File: config.mk
export PLATFORM = sky130hd
export DESIGN_NAME = serial_addsub
export DESIGN_NICKNAME = d
export VERILOG_FILES = /design/src/rtl/addsub_pkg.sv /design/src/rtl/fas.sv /design/src/rtl/serial_addsub.sv
export SDC_FILE = /design/constraint.sdc
export NUM_CORES = 1
export LEC_CHECK = 0
export CAP_MARGIN = 20
export CORE_MARGIN = 1
export CORE_UTILIZATION = 55
export DETAILED_ROUTE_END_ITERATION = 12
export PLACE_DENSITY = 0.92
export SYNTH_ARGS = -nofsm -noshare
export SYNTH_HDL_FRONTEND = slang
export SYNTH_SLANG_ARGS = --single-unit
export TNS_END_PERCENT = 100
File: constraint.sdc
create_clock -name clk -period 2.9 [get_ports clk]
set_clock_uncertainty 0.05 [all_clocks]
set_input_delay 0.58 -clock clk [delete_from_list [all_inputs] [get_ports clk]]
set_output_delay 0.58 -clock clk [all_outputs]
set_load 0.01 [all_outputs]
File: src/rtl/addsub_pkg.sv
// Shared definitions for the bit-serial add/subtract datapath.
//   addsub_state_t : control FSM encoding (IDLE, RUN, DONE)
//   FAS_TPD_MAX    : worst-case fas combinational path, in time units
//   MODE_ADD/SUB   : encoding of the a_ns mode bit
package addsub_pkg;

  typedef enum logic [1:0] {
    IDLE = 2'd0,
    RUN  = 2'd1,
    DONE = 2'd2
  } addsub_state_t;

  localparam int   FAS_TPD_MAX = 28;
  localparam logic MODE_ADD    = 1'b1;
  localparam logic MODE_SUB    = 1'b0;

endpackage

File: src/rtl/fas.sv
// Single-bit full adder / full subtractor cell.
//   a, b  : operand bits
//   cin   : carry in (add) or borrow in (subtract)
//   a_ns  : 1 = add, 0 = subtract
//   s     : sum / difference bit
//   cout  : carry out (add) or borrow out (subtract)
module fas
  import addsub_pkg::*;
(
  input  logic a,
  input  logic b,
  input  logic cin,
  input  logic a_ns,
  output logic s,
  output logic cout
);

  logic w_a_eff;

  // Borrow out is maj(~a, b, bin); carry out is maj(a, b, cin).
  assign w_a_eff = (a_ns == MODE_ADD) ? a : ~a;
  assign s       = a ^ b ^ cin;
  assign cout    = (w_a_eff & b) | (w_a_eff & cin) | (b & cin);

endmodule

File: src/rtl/serial_addsub.sv
// Bit-serial add/subtract engine: one fas cell, LSB first, one bit per clock.
//   clk       : clock
//   rst       : asynchronous active-high reset
//   start     : operation request, sampled in IDLE or DONE
//   a_ns      : 1 = a+b, 0 = a-b (latched on accepted start)
//   a, b      : operands (latched on accepted start)
//   busy      : high while the operation is running
//   done      : one-cycle pulse when result/carry_out/overflow update
//   result    : sum or difference, held until the next done
//   carry_out : final carry (add) or final borrow (subtract)
//   overflow  : two's-complement signed overflow
module serial_addsub
  import addsub_pkg::*;
#(
  parameter int WIDTH = 8
) (
  input  logic             clk,
  input  logic             rst,
  input  logic             start,
  input  logic             a_ns,
  input  logic [WIDTH-1:0] a,
  input  logic [WIDTH-1:0] b,
  output logic             busy,
  output logic             done,
  output logic [WIDTH-1:0] result,
  output logic             carry_out,
  output logic             overflow
);

  localparam int CNT_W = $clog2(WIDTH + 1);

  addsub_state_t    r_state;
  logic [WIDTH-1:0] r_a_sr;
  logic [WIDTH-1:0] r_b_sr;
  logic [WIDTH-1:0] r_s_sr;
  logic             r_mode;
  logic             r_cy;
  logic             r_cy_msb;
  logic [CNT_W-1:0] r_cnt;
  logic             r_busy;
  logic             r_done;
  logic [WIDTH-1:0] r_result;
  logic             r_carry_out;
  logic             r_overflow;

  logic             w_s;
  logic             w_cout;

  fas u_fas (
    .a    (r_a_sr[0]),
    .b    (r_b_sr[0]),
    .cin  (r_cy),
    .a_ns (r_mode),
    .s    (w_s),
    .cout (w_cout)
  );

  always_ff @(posedge clk or posedge rst) begin
    if (rst) begin
      r_state     <= IDLE;
      r_a_sr      <= '0;
      r_b_sr      <= '0;
      r_s_sr      <= '0;
      r_mode      <= 1'b0;
      r_cy        <= 1'b0;
      r_cy_msb    <= 1'b0;
      r_cnt       <= '0;
      r_busy      <= 1'b0;
      r_done      <= 1'b0;
      r_result    <= '0;
      r_carry_out <= 1'b0;
      r_overflow  <= 1'b0;
    end else begin
      r_done <= 1'b0;
      unique case (r_state)
        IDLE, DONE: begin
          r_busy <= 1'b0;
          if (start) begin
            r_a_sr  <= a;
            r_b_sr  <= b;
            r_mode  <= a_ns;
            r_cy    <= 1'b0;
            r_cnt   <= '0;
            r_busy  <= 1'b1;
            r_state <= RUN;
          end else begin
            r_state <= IDLE;
          end
        end
        RUN: begin
          r_a_sr <= r_a_sr >> 1;
          r_b_sr <= r_b_sr >> 1;
          r_s_sr <= {w_s, r_s_sr[WIDTH-1:1]};
          r_cy   <= w_cout;
          r_cnt  <= r_cnt + CNT_W'(1);
          // Carry into the MSB, kept for the signed overflow test.
          if (r_cnt == CNT_W'(WIDTH - 2)) begin
            r_cy_msb <= w_cout;
          end
          if (r_cnt == CNT_W'(WIDTH - 1)) begin
            r_result    <= {w_s, r_s_sr[WIDTH-1:1]};
            r_carry_out <= w_cout;
            r_overflow  <= r_cy_msb ^ w_cout;
            r_busy      <= 1'b0;
            r_done      <= 1'b1;
            r_state     <= DONE;
          end
        end
        default: begin
          r_busy  <= 1'b0;
          r_state <= IDLE;
        end
      endcase
    end
  end

  assign busy      = r_busy;
  assign done      = r_done;
  assign result    = r_result;
  assign carry_out = r_carry_out;
  assign overflow  = r_overflow;

endmodule

==> metrics, run 1 <==
clock latency on the worst-skew pair between 0.3 and 0.4 ns; first-pass GRT wire length approximately 5.6 mm; grt ovf 0; DR DRC count 0; Final Hold Fails 0; CTS Hold Bufs 0; largest net degree at the start of global routing 45; GP Congestion 0.765; crit path buf inv count 1; Rows 20; Initial Utilization between 50% and 60%; final worst slack 1.02 ns; Required @ worst endpoint 2.27 ns; max_cap viols 0; DRT iter0 DRCs 36; fraction of the cycle the final worst path needs 65.0%; post-DP HPWL 2.33 mm; internal power roughly 1.5 mW; class of the most critical setup path flop to primary output; Fmax roughly 530 MHz; CTS H-tree depth 2; CTS sink cnt 44; outcome complete, no violations; P_sw 820 uW; CP max stage cell clkdlybuf4s50_1; Worst-path clk slew 0.11 ns; core footprint approximately 3100 sq um; switch share 36.0%; antenna cells 0; antenna violations before repair 0; Vias/cell 5.32; Leak ~1.1 nW; Final TNS setup 0 ns; vias in the first global route about 1200; Synth Cell Area 1820 sq um; critical path arrival approximately 1.3 ns; post-synthesis sequential area ratio 60.6%; Finish-stage setup viols 0; Place WS 0.907 ns; post_cts resized 0; Yosys reg bits between 40 and 50; critical path's top delay family buffers and inverters; area delta synth->final 22.3%; Pre-Repair DR Iteration Count 4; Cells after Synth 168; Final #Nets 224; logic gate share of total power 40.2%; critical path peak fanout 2; Antenna Nets Post-Route 0; crit-path cells clkdlybuf4s50_1; fraction of layout cells with a size suffix above 1 10.8%; slowest stage delay, CP 0.55 ns; post-synth cell types 25; root buffer cell clkbuf_4; synthesized area per cell 10.8 sq um; Slew @ Worst Pin 0.528 ns; Main synth FF type dfrtp_1; CTS tree yes; Die X 59.5 microns; final slew viol count 0; Die H roughly 60 microns; Async SR Flop Fraction 100%; Crit. End Element primary output; Cell Pwr Density roughly 1000 nW/um^2; sequential power share 46.9%; fin crit period ~1.9 ns; routed wire length 3.23 mm; Max VDD drop 0.476 mV; wire per inst 13.1 microns; Global Route Usage Sum 21.8%; Syn Nets 190; Worst setup SP type flop; die area 3530 sq um; Yosys warnings 0; HP Class flop to flop; TritonCTS buffer count 5; Post-CTS Setup Repair Bufs 0; clock share of power between 10% and 20%; Clock Path Buffers 2; Slew headroom 64.8%; Top Ports 32; unrepaired setup endpoints after global routing no; via count between 1000 and 1500; PortBufs 31; Power Total 2.28 mW; number of synthesized flops with an enable pin 0
[path summary, 6_finish.rpt]
| check | from | endpoint | slack (ns) | cells past startpoint |
|---|---|---|---|---|
| max in group asynchronous | rst | r_s_sr[1]$_DFFE_PP0P_ | 1.83 | 3 |
| min | r_cnt[3]$_DFFE_PP0P_ | r_cnt[3]$_DFFE_PP0P_ | 0.44 | 1 |
| min reg2reg | r_cnt[3]$_DFFE_PP0P_ | r_cnt[3]$_DFFE_PP0P_ | 0.44 | 1 |
| max reg2reg | r_state[0]$_DFFE_PP0P_ | r_cnt[0]$_DFFE_PP0P_ | 1.33 | 5 |
| min in group asynchronous | rst | r_b_sr[1]$_DFFE_PP0P_ | 0.61 | 3 |
| max | overflow$_DFFE_PP0P_ | overflow | 1.02 | 1 |
[layout make-up]
cell class              instances  area, sq um
well taps                      44         55.1
inverters                       4         17.5
clock buffers                   8         58.8
flip-flops and latches         44         1100
fillers                       266          883
repair buffers                 34          333
multi-input cells             113          654
[power by group through the flow]
stage / Sequential (mW) / Combinational, mW / Clock (mW)
2_1_floorplan: 1.07 / 0.613 / 0
3_3_place_gp: 1.06 / 0.873 / 0
3_5_place_dp: 1.08 / 0.927 / 0
4_1_cts: 1.07 / 0.929 / 0.304
5_1_grt: 1.10 / 1.04 / 0.331
6_report: 1.07 / 0.917 / 0.293
[placed cells by master, fill, tap and decap left out, drive strengths merged]
cell type	count
a22oi	14
ha	2
xor2	1
xnor2	3
o21ai	6
inv	4
nand2	63
mux2	8
clkbuf	8
nand3	4
clkdlybuf4s50	31
nand4	1
and2b	2
a22o	3
buf	3
dfrtp	44
maj3	1
nor2b	1
mux2i	1
nor2	1
nand2b	2
[layer usage]
| metal | up-vias | track usage [%] | wire length [microns] |
|---|---|---|---|
| li1 | 627 | - | - |
| met1 | 643 | 26.8 | 1380 |
| met2 | 41 | 38.0 | 1670 |
| met3 | 2 | 6.11 | 151 |
| met4 | 0 | 5.10 | 25 |
| met5 | - | 0 | 0 |
[cells by family after synthesis]
logic type | after synthesis | synth area share (%)
and+or+nand+nor | 74 | 17.6
AOI/OAI and AO/OA | 23 | 8.96
DFF | 44 | 60.6
adders and majority gates | 3 | 2.00
buffers and inverters | 11 | 3.31
muxes | 9 | 5.51
xor gates and xnor gates | 4 | 1.93
[synth_stat cells, types with 2 or more instances]
master	instances	area share, %
a22o_1	2	0.97
a22oi_1	14	5.8
and2b_1	2	0.83
buf_2	4	1.1
dfrtp_1	44	61
ha_1	2	1.4
inv_1	3	0.62
mux2_2	8	5.0
nand2_1	63	13
nand2b_1	2	0.69
nand3_1	3	0.83
o21ai_0	6	1.7
xnor2_1	3	1.4
[state kept, by name, indices dropped and copies added, names as in the netlist]
| signal | flops |
|---|---|
| r_a_sr | 8 |
| r_state | 2 |
| overflow | 1 |
| carry_out | 1 |
| busy | 1 |
| r_cy_msb | 1 |
| result | 8 |
| done | 1 |
| r_cnt | 4 |
| r_s_sr | 7 |
| r_cy | 1 |
| r_mode | 1 |
| r_b_sr | 8 |
[through the flow]
step                      std cells  hold WS [ns]  utilization (%)  instance area [sq um]
after global routing            247         0.461             71.5                   2220
after global placement          239         0.402             69.6                   2160
after CTS                       247         0.445             71.5                   2220
after floorplan                 168         0.388                -                   1820
after detailed placement        239         0.418             69.6                   2160
final                           247         0.444             71.5                   2220
Note: power is estimated with default switching activity, not from simulation.
==> inputs of run 2 (changes only) <==
- CORE_UTILIZATION: 55 -> 46
- PLACE_DENSITY: 0.92 -> 0.83
- clock period: 2.9 -> 1.7 ns (I/O delays scaled with it)
==> metrics, run 2 (synthesized netlist as in run 1, its figures left out) <==
Vias/cell 4.96 (-6.6%); antenna cells 0 (unchanged); class of the most critical setup path flop to primary output; TritonCTS buffer count 5 (unchanged); post_cts resized 0 (unchanged); Final Core Density 62.1% (-9.4 points); crit path buf inv count 1 (unchanged); via count 1246 (-5.1%); root buffer cell clkbuf_8; Max VDD drop 0.840 mV (+76%); CP max stage cell clkdlybuf4s50_1; most frequent cells in the layout nand2_1, dfrtp_1, clkdlybuf4s50_1; CTS Hold Bufs 0 (unchanged); Rows 22 (+10%); post-DP HPWL 2.07 mm (-11%); antenna violations before repair 0 (unchanged); CTS sink cnt 44 (unchanged); Finish-stage setup viols 0 (unchanged); Worst-path clk slew 0.09 ns (-0.02 ns); max_cap viols 0 (unchanged); first-pass GRT wire length 5.48 mm (-1.6%); Place WS 0.0388 ns (-0.868 ns); Global Route Usage Sum 17.7% (-4.1 points); Leak 1.10 nW (+3.0%); Slew @ Worst Pin 0.418 ns (-0.110 ns); outcome complete, no violations; Die H 64.8 microns (+9.0%); critical path peak fanout 2 (unchanged); core footprint 3720 sq um (+20%); Clock Path Buffers 2 (unchanged); placed cells 243 (+1.7%); Slew headroom 72.1% (+7.3 points); fraction of layout cells with a size suffix above 1 11.8% (+0.99 points); crit-path cells clkdlybuf4s50_1; unrepaired setup endpoints after global routing no; routed wire length 2.99 mm (-7.3%); wire per inst 11.9 microns (-8.8%); CTS tree yes; fill cell count 325 (+22%); FF+latch area 1100 sq um (unchanged); clock latency on the worst-skew pair 0.30 ns (-0.04 ns); Required @ worst endpoint 1.31 ns (-0.96 ns); DP Area 2190 sq um (+1.4%); area of the multi-input gates 654 sq um (unchanged); DRT iter0 DRCs 55 (+53%); critical path arrival 1.19 ns (-0.06 ns); PortBufs 31 (unchanged); fin area 2310 sq um (+3.9%); Worst Reg2Reg Path Length in Cells 5 (unchanged); Worst setup SP type flop; largest net degree at the start of global routing 45 (unchanged); Final TNS setup 0 ns (unchanged); Crit path depth 1 (unchanged); vias in the first global route 1225 (-1.4%); Pre-Repair DR Iteration Count 4 (unchanged); grt ovf 0 (unchanged); area delta synth->final 27.1%; Top Ports 32 (unchanged); Post-CTS Setup Repair Bufs 0 (unchanged); Initial Utilization 48.9% (-9.7 points); HP Class input port to asynchronous set/reset pin; GP Congestion 0.693 (-9.4%); Die X 64.8 microns (+9.0%); slowest stage delay, CP 0.53 ns (-0.02 ns); die area 4200 sq um (+19%); final worst slack 0.122 ns (-0.893 ns); reg2reg setup slack 0.16 ns (-1.17 ns); CTS H-tree depth 2 (unchanged); fin crit period 1.58 ns; Fmax 634 MHz; reg2reg start r_state[0]$_DFFE_PP0P_; Final Hold Fails 0 (unchanged); fin cells 251 (+1.6%); critical path's top delay family buffers and inverters; Cell Pwr Density 1830 nW/um^2 (+78%); DR DRC count 0 (unchanged); fraction of the cycle the final worst path needs 92.8%; Antenna Nets Post-Route 0 (unchanged); most common cell after layout, fill and taps aside nand2_1; Crit. End Element primary output; Final #Nets 224 (unchanged); final slew viol count 0 (unchanged); RR Endpoint r_cnt[1]$_DFFE_PP0P_
## run 2: worst max path at each step
stage,endpoint,startpoint,slack (ns)
finish,carry_out,carry_out$_DFFE_PP0P_,0.12
global route,r_cnt[1]$_DFFE_PP0P_,r_state[0]$_DFFE_PP0P_,0.02
CTS,busy,busy$_DFFE_PP0P_,0.11
detailed placement,r_cy$_DFFE_PP0P_,start,0.04
global placement,r_cy$_DFFE_PP0P_,start,0.05
floorplan,busy$_DFFE_PP0P_,rst,0.28
## run 2: final cells by class
cell class / instances / area share (%)
sequential: 44 / 47.7
multi-input combinational: 113 / 28.4
timing repair buffer: 34 / 15.5
clock buffer: 5 / 2.98
tap: 48 / 2.60
clock inverter: 3 / 2.06
inverter: 4 / 0.759
## run 2: per-stage QoR
stage	hold WS, ns	power [mW]
after global placement	0.405	3.37
after global routing	0.339	4.55
after CTS	0.329	4.26
after floorplan	0.388	2.87
final	0.315	4.21
after detailed placement	0.413	3.45
## run 2: power by group
group / total [mW] / internal [mW] / switching (mW)
Clock: 0.808 / 0.442 / 0.366
Combinational: 1.59 / 0.805 / 0.790
Sequential: 1.81 / 1.52 / 0.292
Total: 4.21 / 2.76 / 1.45
## run 2: metal layers
metal / global-route usage (%) / vias to the layer above / part of all wire [%]
met5: 0 / - / 0
met4: 10.0 / 0 / 1.7
met3: 4.23 / 5 / 4.1
met2: 27.5 / 25 / 45
met1: 22.6 / 591 / 49
li1: - / 625 / -
